<file path="src/rtl/mmio_bus_decoder_if.sv">
// Bus bundle between the CPU memory port, the MMIO decoder and its slave devices.
//   cpu_valid/cpu_addr/cpu_wstrb/cpu_wdata : CPU request (wstrb all-zero = read)
//   cpu_ready/cpu_rdata/cpu_fault          : one-cycle completion from the decoder
//   s_valid/s_addr/s_wstrb/s_wdata         : registered request fanned out to slaves
//   s_ready/s_rdata                        : per-slave completion and read data
// Modports:
//   slave  : the decoder (receives CPU requests, drives the slave request bus)
//   master : the environment (CPU side plus slave devices)
interface mmio_bus_decoder_if #(
    parameter int unsigned NUM_SLAVES = 8,
    parameter int unsigned ADDR_W     = 32,
    parameter int unsigned DATA_W     = 32
);
    logic                         cpu_valid;
    logic [ADDR_W-1:0]            cpu_addr;
    logic [DATA_W/8-1:0]          cpu_wstrb;
    logic [DATA_W-1:0]            cpu_wdata;
    logic                         cpu_ready;
    logic [DATA_W-1:0]            cpu_rdata;
    logic                         cpu_fault;
    logic [NUM_SLAVES-1:0]        s_valid;
    logic [ADDR_W-1:0]            s_addr;
    logic [DATA_W/8-1:0]          s_wstrb;
    logic [DATA_W-1:0]            s_wdata;
    logic [NUM_SLAVES-1:0]        s_ready;
    logic [NUM_SLAVES*DATA_W-1:0] s_rdata;

    modport slave (
        input  cpu_valid, cpu_addr, cpu_wstrb, cpu_wdata,
        output cpu_ready, cpu_rdata, cpu_fault,
        output s_valid, s_addr, s_wstrb, s_wdata,
        input  s_ready, s_rdata
    );

    modport master (
        output cpu_valid, cpu_addr, cpu_wstrb, cpu_wdata,
        input  cpu_ready, cpu_rdata, cpu_fault,
        input  s_valid, s_addr, s_wstrb, s_wdata,
        output s_ready, s_rdata
    );
endinterface

</file>
<file path="src/rtl/mmio_bus_decoder.sv">
// Table-driven MMIO address decoder and response mux.
// A CPU request sampled in IDLE is matched against NUM_SLAVES base/mask windows (lowest
// index wins), registered onto the broadcast slave bus with a one-hot s_valid, and the
// selected slave's completion is returned to the CPU as a one-cycle cpu_ready pulse.
// Unmapped or timed-out accesses complete with cpu_fault=1 and ERR_RDATA.
// Ports:
//   clk, reset  : clock, synchronous active-high reset
//   bus         : CPU request/response and slave request/response bundle (slave modport)
//   fault_addr  : address of the most recent faulting access
//   fault_count : saturating count of faulting accesses
module mmio_bus_decoder #(
    parameter int unsigned                  NUM_SLAVES     = 8,
    parameter int unsigned                  ADDR_W         = 32,
    parameter int unsigned                  DATA_W         = 32,
    parameter logic [NUM_SLAVES*ADDR_W-1:0] SLAVE_BASE     = '0,
    parameter logic [NUM_SLAVES*ADDR_W-1:0] SLAVE_MASK     = '0,
    parameter int unsigned                  TIMEOUT_CYCLES = 255,
    parameter logic [DATA_W-1:0]            ERR_RDATA      = '0
) (
    input  logic                  clk,
    input  logic                  reset,
    mmio_bus_decoder_if.slave     bus,
    output logic [ADDR_W-1:0]     fault_addr,
    output logic [15:0]           fault_count
);

    localparam int unsigned StrbW = DATA_W / 8;
    // Keep the counter at least one bit wide even when the timeout is disabled.
    localparam int unsigned CntW  = (TIMEOUT_CYCLES > 0) ? $clog2(TIMEOUT_CYCLES + 1) : 1;
    localparam logic [CntW-1:0] CntMax = CntW'(TIMEOUT_CYCLES);
    localparam bit TimeoutEn = (TIMEOUT_CYCLES != 0);

    localparam logic [1:0] StIdle   = 2'd0;
    localparam logic [1:0] StActive = 2'd1;
    localparam logic [1:0] StResp   = 2'd2;

    logic [1:0]            state_q, state_d;
    logic [NUM_SLAVES-1:0] s_valid_q, s_valid_d;
    logic [ADDR_W-1:0]     s_addr_q, s_addr_d;
    logic [StrbW-1:0]      s_wstrb_q, s_wstrb_d;
    logic [DATA_W-1:0]     s_wdata_q, s_wdata_d;
    logic [CntW-1:0]       cnt_q, cnt_d;
    logic [DATA_W-1:0]     res_rdata_q, res_rdata_d;
    logic                  res_fault_q, res_fault_d;
    logic                  cpu_ready_q, cpu_ready_d;
    logic [DATA_W-1:0]     cpu_rdata_q, cpu_rdata_d;
    logic                  cpu_fault_q, cpu_fault_d;
    logic [ADDR_W-1:0]     fault_addr_q, fault_addr_d;
    logic [15:0]           fault_count_q, fault_count_d;

    logic                  hit;
    logic [NUM_SLAVES-1:0] hit_onehot;
    logic                  sel_ready;
    logic [DATA_W-1:0]     sel_rdata;
    logic                  fault_evt;
    logic [ADDR_W-1:0]     fault_at;
    logic [CntW-1:0]       cnt_inc;

    // Parallel window match; scanning downwards lets the lowest matching slot win.
    always_comb begin
        hit        = 1'b0;
        hit_onehot = '0;
        for (int i = int'(NUM_SLAVES) - 1; i >= 0; i--) begin
            if ((bus.cpu_addr & SLAVE_MASK[i*ADDR_W +: ADDR_W]) ==
                SLAVE_BASE[i*ADDR_W +: ADDR_W]) begin
                hit           = 1'b1;
                hit_onehot    = '0;
                hit_onehot[i] = 1'b1;
            end
        end
    end

    // The held one-hot s_valid doubles as the selected-slot index, so ready from any
    // other slave is masked off here.
    always_comb begin
        sel_ready = |(bus.s_ready & s_valid_q);
        sel_rdata = '0;
        for (int i = 0; i < int'(NUM_SLAVES); i++) begin
            if (s_valid_q[i]) begin
                sel_rdata = bus.s_rdata[i*DATA_W +: DATA_W];
            end
        end
    end

    assign cnt_inc = cnt_q + CntW'(1);

    always_comb begin
        state_d       = state_q;
        s_valid_d     = s_valid_q;
        s_addr_d      = s_addr_q;
        s_wstrb_d     = s_wstrb_q;
        s_wdata_d     = s_wdata_q;
        cnt_d         = cnt_q;
        res_rdata_d   = res_rdata_q;
        res_fault_d   = res_fault_q;
        cpu_ready_d   = 1'b0;
        cpu_rdata_d   = '0;
        cpu_fault_d   = 1'b0;
        fault_addr_d  = fault_addr_q;
        fault_count_d = fault_count_q;
        fault_evt     = 1'b0;
        fault_at      = s_addr_q;

        unique case (state_q)
            StIdle: begin
                if (bus.cpu_valid) begin
                    s_addr_d  = bus.cpu_addr;
                    s_wstrb_d = bus.cpu_wstrb;
                    s_wdata_d = bus.cpu_wdata;
                    if (hit) begin
                        s_valid_d = hit_onehot;
                        cnt_d     = '0;
                        state_d   = StActive;
                    end else begin
                        // Unmapped: no slave ever sees the request.
                        res_rdata_d = ERR_RDATA;
                        res_fault_d = 1'b1;
                        fault_evt   = 1'b1;
                        fault_at    = bus.cpu_addr;
                        state_d     = StResp;
                    end
                end
            end
            StActive: begin
                // Ready is checked first so it wins over a coincident timeout.
                if (sel_ready) begin
                    res_rdata_d = sel_rdata;
                    res_fault_d = 1'b0;
                    s_valid_d   = '0;
                    state_d     = StResp;
                end else if (TimeoutEn) begin
                    if (cnt_inc == CntMax) begin
                        res_rdata_d = ERR_RDATA;
                        res_fault_d = 1'b1;
                        s_valid_d   = '0;
                        fault_evt   = 1'b1;
                        state_d     = StResp;
                    end else begin
                        cnt_d = cnt_inc;
                    end
                end
            end
            StResp: begin
                cpu_ready_d = 1'b1;
                cpu_rdata_d = res_rdata_q;
                cpu_fault_d = res_fault_q;
                state_d     = StIdle;
            end
            default: begin
                s_valid_d = '0;
                state_d   = StIdle;
            end
        endcase

        if (fault_evt) begin
            fault_addr_d = fault_at;
            if (fault_count_q != 16'hFFFF) begin
                fault_count_d = fault_count_q + 16'd1;
            end
        end
    end

    always_ff @(posedge clk) begin
        if (reset) begin
            state_q       <= StIdle;
            s_valid_q     <= '0;
            s_addr_q      <= '0;
            s_wstrb_q     <= '0;
            s_wdata_q     <= '0;
            cnt_q         <= '0;
            res_rdata_q   <= '0;
            res_fault_q   <= 1'b0;
            cpu_ready_q   <= 1'b0;
            cpu_rdata_q   <= '0;
            cpu_fault_q   <= 1'b0;
            fault_addr_q  <= '0;
            fault_count_q <= '0;
        end else begin
            state_q       <= state_d;
            s_valid_q     <= s_valid_d;
            s_addr_q      <= s_addr_d;
            s_wstrb_q     <= s_wstrb_d;
            s_wdata_q     <= s_wdata_d;
            cnt_q         <= cnt_d;
            res_rdata_q   <= res_rdata_d;
            res_fault_q   <= res_fault_d;
            cpu_ready_q   <= cpu_ready_d;
            cpu_rdata_q   <= cpu_rdata_d;
            cpu_fault_q   <= cpu_fault_d;
            fault_addr_q  <= fault_addr_d;
            fault_count_q <= fault_count_d;
        end
    end

    assign bus.cpu_ready = cpu_ready_q;
    assign bus.cpu_rdata = cpu_rdata_q;
    assign bus.cpu_fault = cpu_fault_q;
    assign bus.s_valid   = s_valid_q;
    assign bus.s_addr    = s_addr_q;
    assign bus.s_wstrb   = s_wstrb_q;
    assign bus.s_wdata   = s_wdata_q;
    assign fault_addr    = fault_addr_q;
    assign fault_count   = fault_count_q;

endmodule

</file>
<file path="src/flat_wrapper.sv">
// flat-port wrapper written by rule: the top's interface ports become plain ports
module mmio_bus_decoder_flat 
#(
    parameter int unsigned                  NUM_SLAVES     = 8,
    parameter int unsigned                  ADDR_W         = 32,
    parameter int unsigned                  DATA_W         = 32,
    parameter logic [NUM_SLAVES*ADDR_W-1:0] SLAVE_BASE     = '0,
    parameter logic [NUM_SLAVES*ADDR_W-1:0] SLAVE_MASK     = '0,
    parameter int unsigned                  TIMEOUT_CYCLES = 255,
    parameter logic [DATA_W-1:0]            ERR_RDATA      = '0
)
  (clk, reset, fault_addr, fault_count, bus_cpu_valid, bus_cpu_addr, bus_cpu_wstrb, bus_cpu_wdata, bus_cpu_ready, bus_cpu_rdata, bus_cpu_fault, bus_s_valid, bus_s_addr, bus_s_wstrb, bus_s_wdata, bus_s_ready, bus_s_rdata);
  mmio_bus_decoder_if #(.NUM_SLAVES(NUM_SLAVES), .ADDR_W(ADDR_W), .DATA_W(DATA_W)) bus_i ();
  input  logic clk;
  input  logic reset;
  output logic [ADDR_W-1:0] fault_addr;
  output logic [15:0] fault_count;
  input wire logic [$bits(bus_i.cpu_valid)-1:0] bus_cpu_valid;
  input wire logic [$bits(bus_i.cpu_addr)-1:0] bus_cpu_addr;
  input wire logic [$bits(bus_i.cpu_wstrb)-1:0] bus_cpu_wstrb;
  input wire logic [$bits(bus_i.cpu_wdata)-1:0] bus_cpu_wdata;
  output wire logic [$bits(bus_i.cpu_ready)-1:0] bus_cpu_ready;
  output wire logic [$bits(bus_i.cpu_rdata)-1:0] bus_cpu_rdata;
  output wire logic [$bits(bus_i.cpu_fault)-1:0] bus_cpu_fault;
  output wire logic [$bits(bus_i.s_valid)-1:0] bus_s_valid;
  output wire logic [$bits(bus_i.s_addr)-1:0] bus_s_addr;
  output wire logic [$bits(bus_i.s_wstrb)-1:0] bus_s_wstrb;
  output wire logic [$bits(bus_i.s_wdata)-1:0] bus_s_wdata;
  input wire logic [$bits(bus_i.s_ready)-1:0] bus_s_ready;
  input wire logic [$bits(bus_i.s_rdata)-1:0] bus_s_rdata;
  assign bus_i.cpu_valid = bus_cpu_valid;
  assign bus_i.cpu_addr = bus_cpu_addr;
  assign bus_i.cpu_wstrb = bus_cpu_wstrb;
  assign bus_i.cpu_wdata = bus_cpu_wdata;
  assign bus_cpu_ready = bus_i.cpu_ready;
  assign bus_cpu_rdata = bus_i.cpu_rdata;
  assign bus_cpu_fault = bus_i.cpu_fault;
  assign bus_s_valid = bus_i.s_valid;
  assign bus_s_addr = bus_i.s_addr;
  assign bus_s_wstrb = bus_i.s_wstrb;
  assign bus_s_wdata = bus_i.s_wdata;
  assign bus_i.s_ready = bus_s_ready;
  assign bus_i.s_rdata = bus_s_rdata;
  mmio_bus_decoder #(.NUM_SLAVES(NUM_SLAVES), .ADDR_W(ADDR_W), .DATA_W(DATA_W), .SLAVE_BASE(SLAVE_BASE), .SLAVE_MASK(SLAVE_MASK), .TIMEOUT_CYCLES(TIMEOUT_CYCLES), .ERR_RDATA(ERR_RDATA)) u_core (.clk(clk), .reset(reset), .bus(bus_i), .fault_addr(fault_addr), .fault_count(fault_count));
endmodule
</file>
<file path="config.mk">
export PLATFORM = sky130hd
export DESIGN_NAME = mmio_bus_decoder_flat
export DESIGN_NICKNAME = d
export VERILOG_FILES = /design/src/rtl/mmio_bus_decoder_if.sv /design/src/rtl/mmio_bus_decoder.sv /design/src/flat_wrapper.sv
export SDC_FILE = /design/constraint.sdc
export NUM_CORES = 1
export LEC_CHECK = 0
export CORE_AREA = 3 3 192 194
export CTS_CLUSTER_DIAMETER = 150
export DETAILED_ROUTE_END_ITERATION = 12
export DIE_AREA = 0 0 195 197
export PLACE_DENSITY = 0.61
export SLEW_MARGIN = 20
export SYNTH_ARGS = -nofsm -noshare
export SYNTH_HDL_FRONTEND = slang
export SYNTH_SLANG_ARGS = --single-unit
</file>
<file path="constraint.sdc">
create_clock -name clk -period 2.4 [get_ports clk]
set_input_delay 0.48 -clock clk [delete_from_list [all_inputs] [get_ports clk]]
set_output_delay 0.48 -clock clk [all_outputs]
set_load 0.01 [all_outputs]
</file>
### Word-level counts from Yosys, hierarchy flattened

Cells that the tools add are included.

| cells by class | value |
|---|---|
| bitwise gates (word level) | 2 |
| reductions and logical operators | 11 |
| $add $sub $neg | 2 |
| multiplexer cells | 28 |
| equality and inequality tests | 8 |

Operators by type and width:

| cell | number |
|---|---|
| $mux 32 | 10 |
| $mux 8 | 6 |
| $pmux 8 s3 | 1 |
| $add 16x1->16 const B | 1 |
| $ne 16x16->1 const B | 1 |
| $pmux 8 s2 | 1 |
| $add 8x1->8 const B | 1 |
| $and 8x8->8 | 1 |
| $eq 8x8->1 const B | 1 |
| $reduce_and 2->1 | 4 |
| $reduce_or 8->1 | 1 |
| $mux 1 | 6 |
| $mux 2 | 3 |
| $ne 2x2->1 const B | 3 |
| $pmux 2 s2 | 1 |
| $reduce_and 4->1 | 1 |
| $reduce_bool 2->1 | 2 |
| $ne 3x1->1 const B | 1 |
| $reduce_and 3->1 | 1 |
| $eq 2x1->1 const B | 1 |
| $eq 2x2->1 const B | 1 |
| $logic_not 2->1 | 1 |
| $reduce_or 2->1 | 1 |
| $not 1->1 | 1 |

| word-level totals | value |
|---|---|
| output and inout bits | 158 |
| register bits after elaboration | 201 |

### Logic depth before layout (Yosys ltp)

| logic depth | value |
|---|---|
| depth after elaboration | 9 |
| gate-level depth with buffers | 9 |

### Worst setup path before layout

OpenSTA, ideal clock, no wires.

| path | value |
|---|---|
| path type | reg-to-reg |
| start point | register u_core.cnt_q[1] |
| end point | register u_core.fault_count_q[11], in the netlist u_core.fault_count[11] |
| data required time | 2.330 ns |
| stages on the path, launching flop included | 10 |
| arrival | 2.429 ns |
| slack | -0.099 ns |
| path through | dfxtp_1 > ha_1 > clkbuf_1 > nor2b_1 > nand3_1 > and3_1 > or4_4 > buf_6 > or3_1 > a21oi_1 |

| on the way | value |
|---|---|
| word-level cells in the longest chain between the ends | 6 |

Ends and longest elaborated chain:

| item | line | RTL |
|---|---|---|
| start: declaration | mmio_bus_decoder.sv:42 | `logic [CntW-1:0] cnt_q, cnt_d;` |
| start signal: assignment | mmio_bus_decoder.sv:184 | `cnt_q <= cnt_d;` |
| $add 8x1->8 | mmio_bus_decoder.sv:85 | `assign cnt_inc = cnt_q + CntW'(1);` |
| $eq 8x8->1 | mmio_bus_decoder.sv:132 | `if (cnt_inc == CntMax) begin` |
| $mux 1 | mmio_bus_decoder.sv:132 |  |
| $mux 1 | mmio_bus_decoder.sv:126 | `if (sel_ready) begin` |
| $mux 1 | -- |  |
| $reduce_and 2->1 (no line) | -- |  |
| end signal: assignment | mmio_bus_decoder.sv:191 | `fault_count_q <= fault_count_d;` |
| end: declaration | mmio_bus_decoder.sv:49 | `logic [15:0] fault_count_q, fault_count_d;` |

No other way between the ends.
A chain may end at the register's enable or synchronous reset.

### Final worst setup path

| path | value |
|---|---|
| start point | register u_core.cnt_q[0] |
| end point | register u_core.fault_count_q[5], in the netlist u_core.fault_count[5] |

The elaborated chain is that of the path after synthesis.

==> impl_metrics.ini <==
[logic_synthesis]
synth-edff-count = 0
synth_seq_area_share = 0.571
synth_cell_types = 48
ys_warn_count = 0
yosys_register_bits = 194
synth_top_family_by_area = simple AND/OR/NAND/NOR gates
synth_simple_gate_area_frac = 0.196
syn-instance-count = 734
synth-compound-area-share = 0.137
synthArstFlopShare = 0
synthMuxAreaShare = 0.0500
ys.flop_type = dfxtp_1
synth_xor_area_frac = 0.00386
syn_area_mm2 = 0.00681
synth-adder-area-share = 0.00551
avgSynthCellArea_um2 = 9.27

[routing]
drtAntennaViolNets = 0
drtIter0Drc = 229
vias_per_cell = 4.16
wl_per_cell_um = 15.8
routed_wl_um = 23200
vias = 6122
drc = 0
first_pass_iters = 4

[clock_tree]
clk_pin_slew_ns = 0.08
clock_latency_ns = 0.44
postCtsHoldBufs = 0
clock_sinks = 194
htree_levels = 4
numCtsBuffers = 17
clock_path_buffers = 2
cts_tree = built
clockRootBuffer = clkbuf_16

[sta]
min_period_ns = 2.40
fmax_mhz = 417
finClkSkew_ns = 0.00804
finalSetupViolations = 0
fin_crit_sh = 0.998
drv_slew = 0
worst_pin_slew_ns = 0.506
max_slew_margin = 0.663
finalHoldViolations = 0
rsz0062_at_grt = yes

[cells_and_area]
final_nets = 1338
final_cell_mix = 253 x clkdlybuf4s50_1, 189 x dfxtp_1, 148 x nand2_1
syn_to_final_growth_pct = 57.8
num_antenna_cells = 0
layout_commonest_cell = clkdlybuf4s50_1
fin_util = 0.303
stdcell_area_mm2 = 0.0107
drive_above_1_share = 0.101

[die]
rows = 69
num_io_pins = 493
start_util = 0.192
die_w_um = 195
core_region_area_mm2 = 0.0354
die_area_mm2 = 0.0384
dieHeight_um = 197

[pwr]
power_leakage_uw = 0.00409
seqPwrFrac = 0.488
combinationalPowerShare = 0.109
ir_drop_mv = 0.475
p_int_uw = 5160
p_per_area_mw_per_mm2 = 645
p_clk_frac = 0.402
p_switching_uw = 1770
switching_share = 0.256
power.total_uw = 6930

[worst_setup_path]
path_delay_family = simple AND/OR/NAND/NOR gates
required_ns = 2.77
path_buf_inv = 1
start_kind = flip-flop
critPathKind = flip-flop to flip-flop
cp-end-kind = flip-flop
crit_fanout = 7
critPathSlowestCell = or4_4
r2r_setup_slack_ns = 0.004
worstPathCellList = nand2_2 -> or3_4 -> a221o_1 -> or4_4 -> buf_6 -> or3_1 -> a21oi_1
arrival_ns = 2.77
cpPeakStageDelay_ns = 0.56

[min_path]
hold_path_class = flip-flop to flip-flop

[global_route]
overflow = 0
antenna_found_initial = 0
grt_usage = 0.119
grt_max_degree = 73
grt_pass1_wl_um = 35300
grt_pass1_vias = 6046

[place]
dp_hpwl_um = 16800
dpl_cell_area_mm2 = 0.0101
portBuffers = 254
place_congestion = 0.776

[run]
drv_cap = 0

[run_status]
outcome = finished clean
## power by group through the flow
stage               clock [uW]  sequential [uW]  combinational [uW]
global placement             0             3450                 766
detailed placement           0             3460                 769
floorplan                    0             3480                 254
CTS                       2920             3380                 774
global route              3030             3400                 833
finish                    2790             3380                 758
## final timing paths
check                                               to  cells after the start                   start
worst min register to register  u_core.bus.s_wdata[22]                      2  u_core.bus.s_wdata[22]
worst min-delay path            u_core.bus.s_wdata[22]                      2  u_core.bus.s_wdata[22]
worst max-delay path             u_core.fault_count[5]                      7         u_core.cnt_q[0]
worst max register to register   u_core.fault_count[5]                      7         u_core.cnt_q[0]
## per-stage QoR
stage          hold WS, ns  instances  worst slack [ns]  TNS (ns)
2_1_floorplan        0.430        740           0.00132         0
3_3_place_gp         0.436       1439            -0.162    -0.637
3_5_place_dp         0.442       1439            -0.189    -0.716
4_1_cts              0.456       1470           -0.0585    -0.181
5_1_grt              0.480       1471           -0.0760    -0.234
6_report             0.457       1471           0.00377         0
## worst reg2reg max path, stage by stage (launching register included)
cell and delay, ns:
dfxtp_4 0.38, nand2_2 0.09, or3_4 0.34, a221o_1 0.37
or4_4 0.56, buf_6 0.16, or3_1 0.30, a21oi_1 0.14
## kinds of logic after synthesis
kind of cell / after synthesis
compound gates: 154
xor+xnor: 3
fa+ha+maj: 3
buf+inv: 56
flops: 194
mux: 34
other cells: 1
simple gates: 289
## synthesized netlist by cell type (4+ instances only)
cell	n	area (um2)
dfxtp_1	194	3880
nand2_1	150	563
a21oi_1	90	450
nor2_1	44	165
clkbuf_1	36	135
and2_1	35	219
mux2i_1	34	340
a22o_1	32	280
o21ai_0	18	90.1
or3_1	14	87.6
nand3_1	10	50.1
buf_4	7	52.6
nor3_1	7	35.0
nand4_1	6	37.5
buf_2	5	25.0
inv_1	4	15.0
nor2b_1	4	25.0
## area by class of cell
cell class / instances / area, um2
clock buffers: 17 / 425
clock inverters: 12 / 126
fillers: 3749 / 24700
inverters: 4 / 15.0
multi-input cells: 490 / 2790
flip-flops and latches: 194 / 3890
well taps: 461 / 577
repair buffers: 293 / 2920
## what timing repair did
item | in CTS | in global routing
resized for setup | 7 | 23
pin swaps | 1 | 8
buffers inserted | 2 | 1
setup endpoints to repair | 8 | 73
## state kept, by name, summed over array words and instances (netlist names), 2 cells and up
| signal | count |
|---|---|
| u_core.bus.cpu_rdata | 32 |
| u_core.bus.s_addr | 32 |
| u_core.bus.s_wdata | 32 |
| u_core.bus.s_wstrb | 4 |
| u_core.cnt_q | 8 |
| u_core.fault_addr | 32 |
| u_core.fault_count | 16 |
| u_core.res_rdata_q | 32 |
| u_core.state_q | 2 |
## routing by layer
metal / GRT usage / share of wire
met1: 0.151 / 0.44
met2: 0.183 / 0.46
met3: 0.0501 / 0.087
met4: 0.0362 / 0.013
met5: 0 / 0
Note: power is estimated with default switching activity, not from simulation.
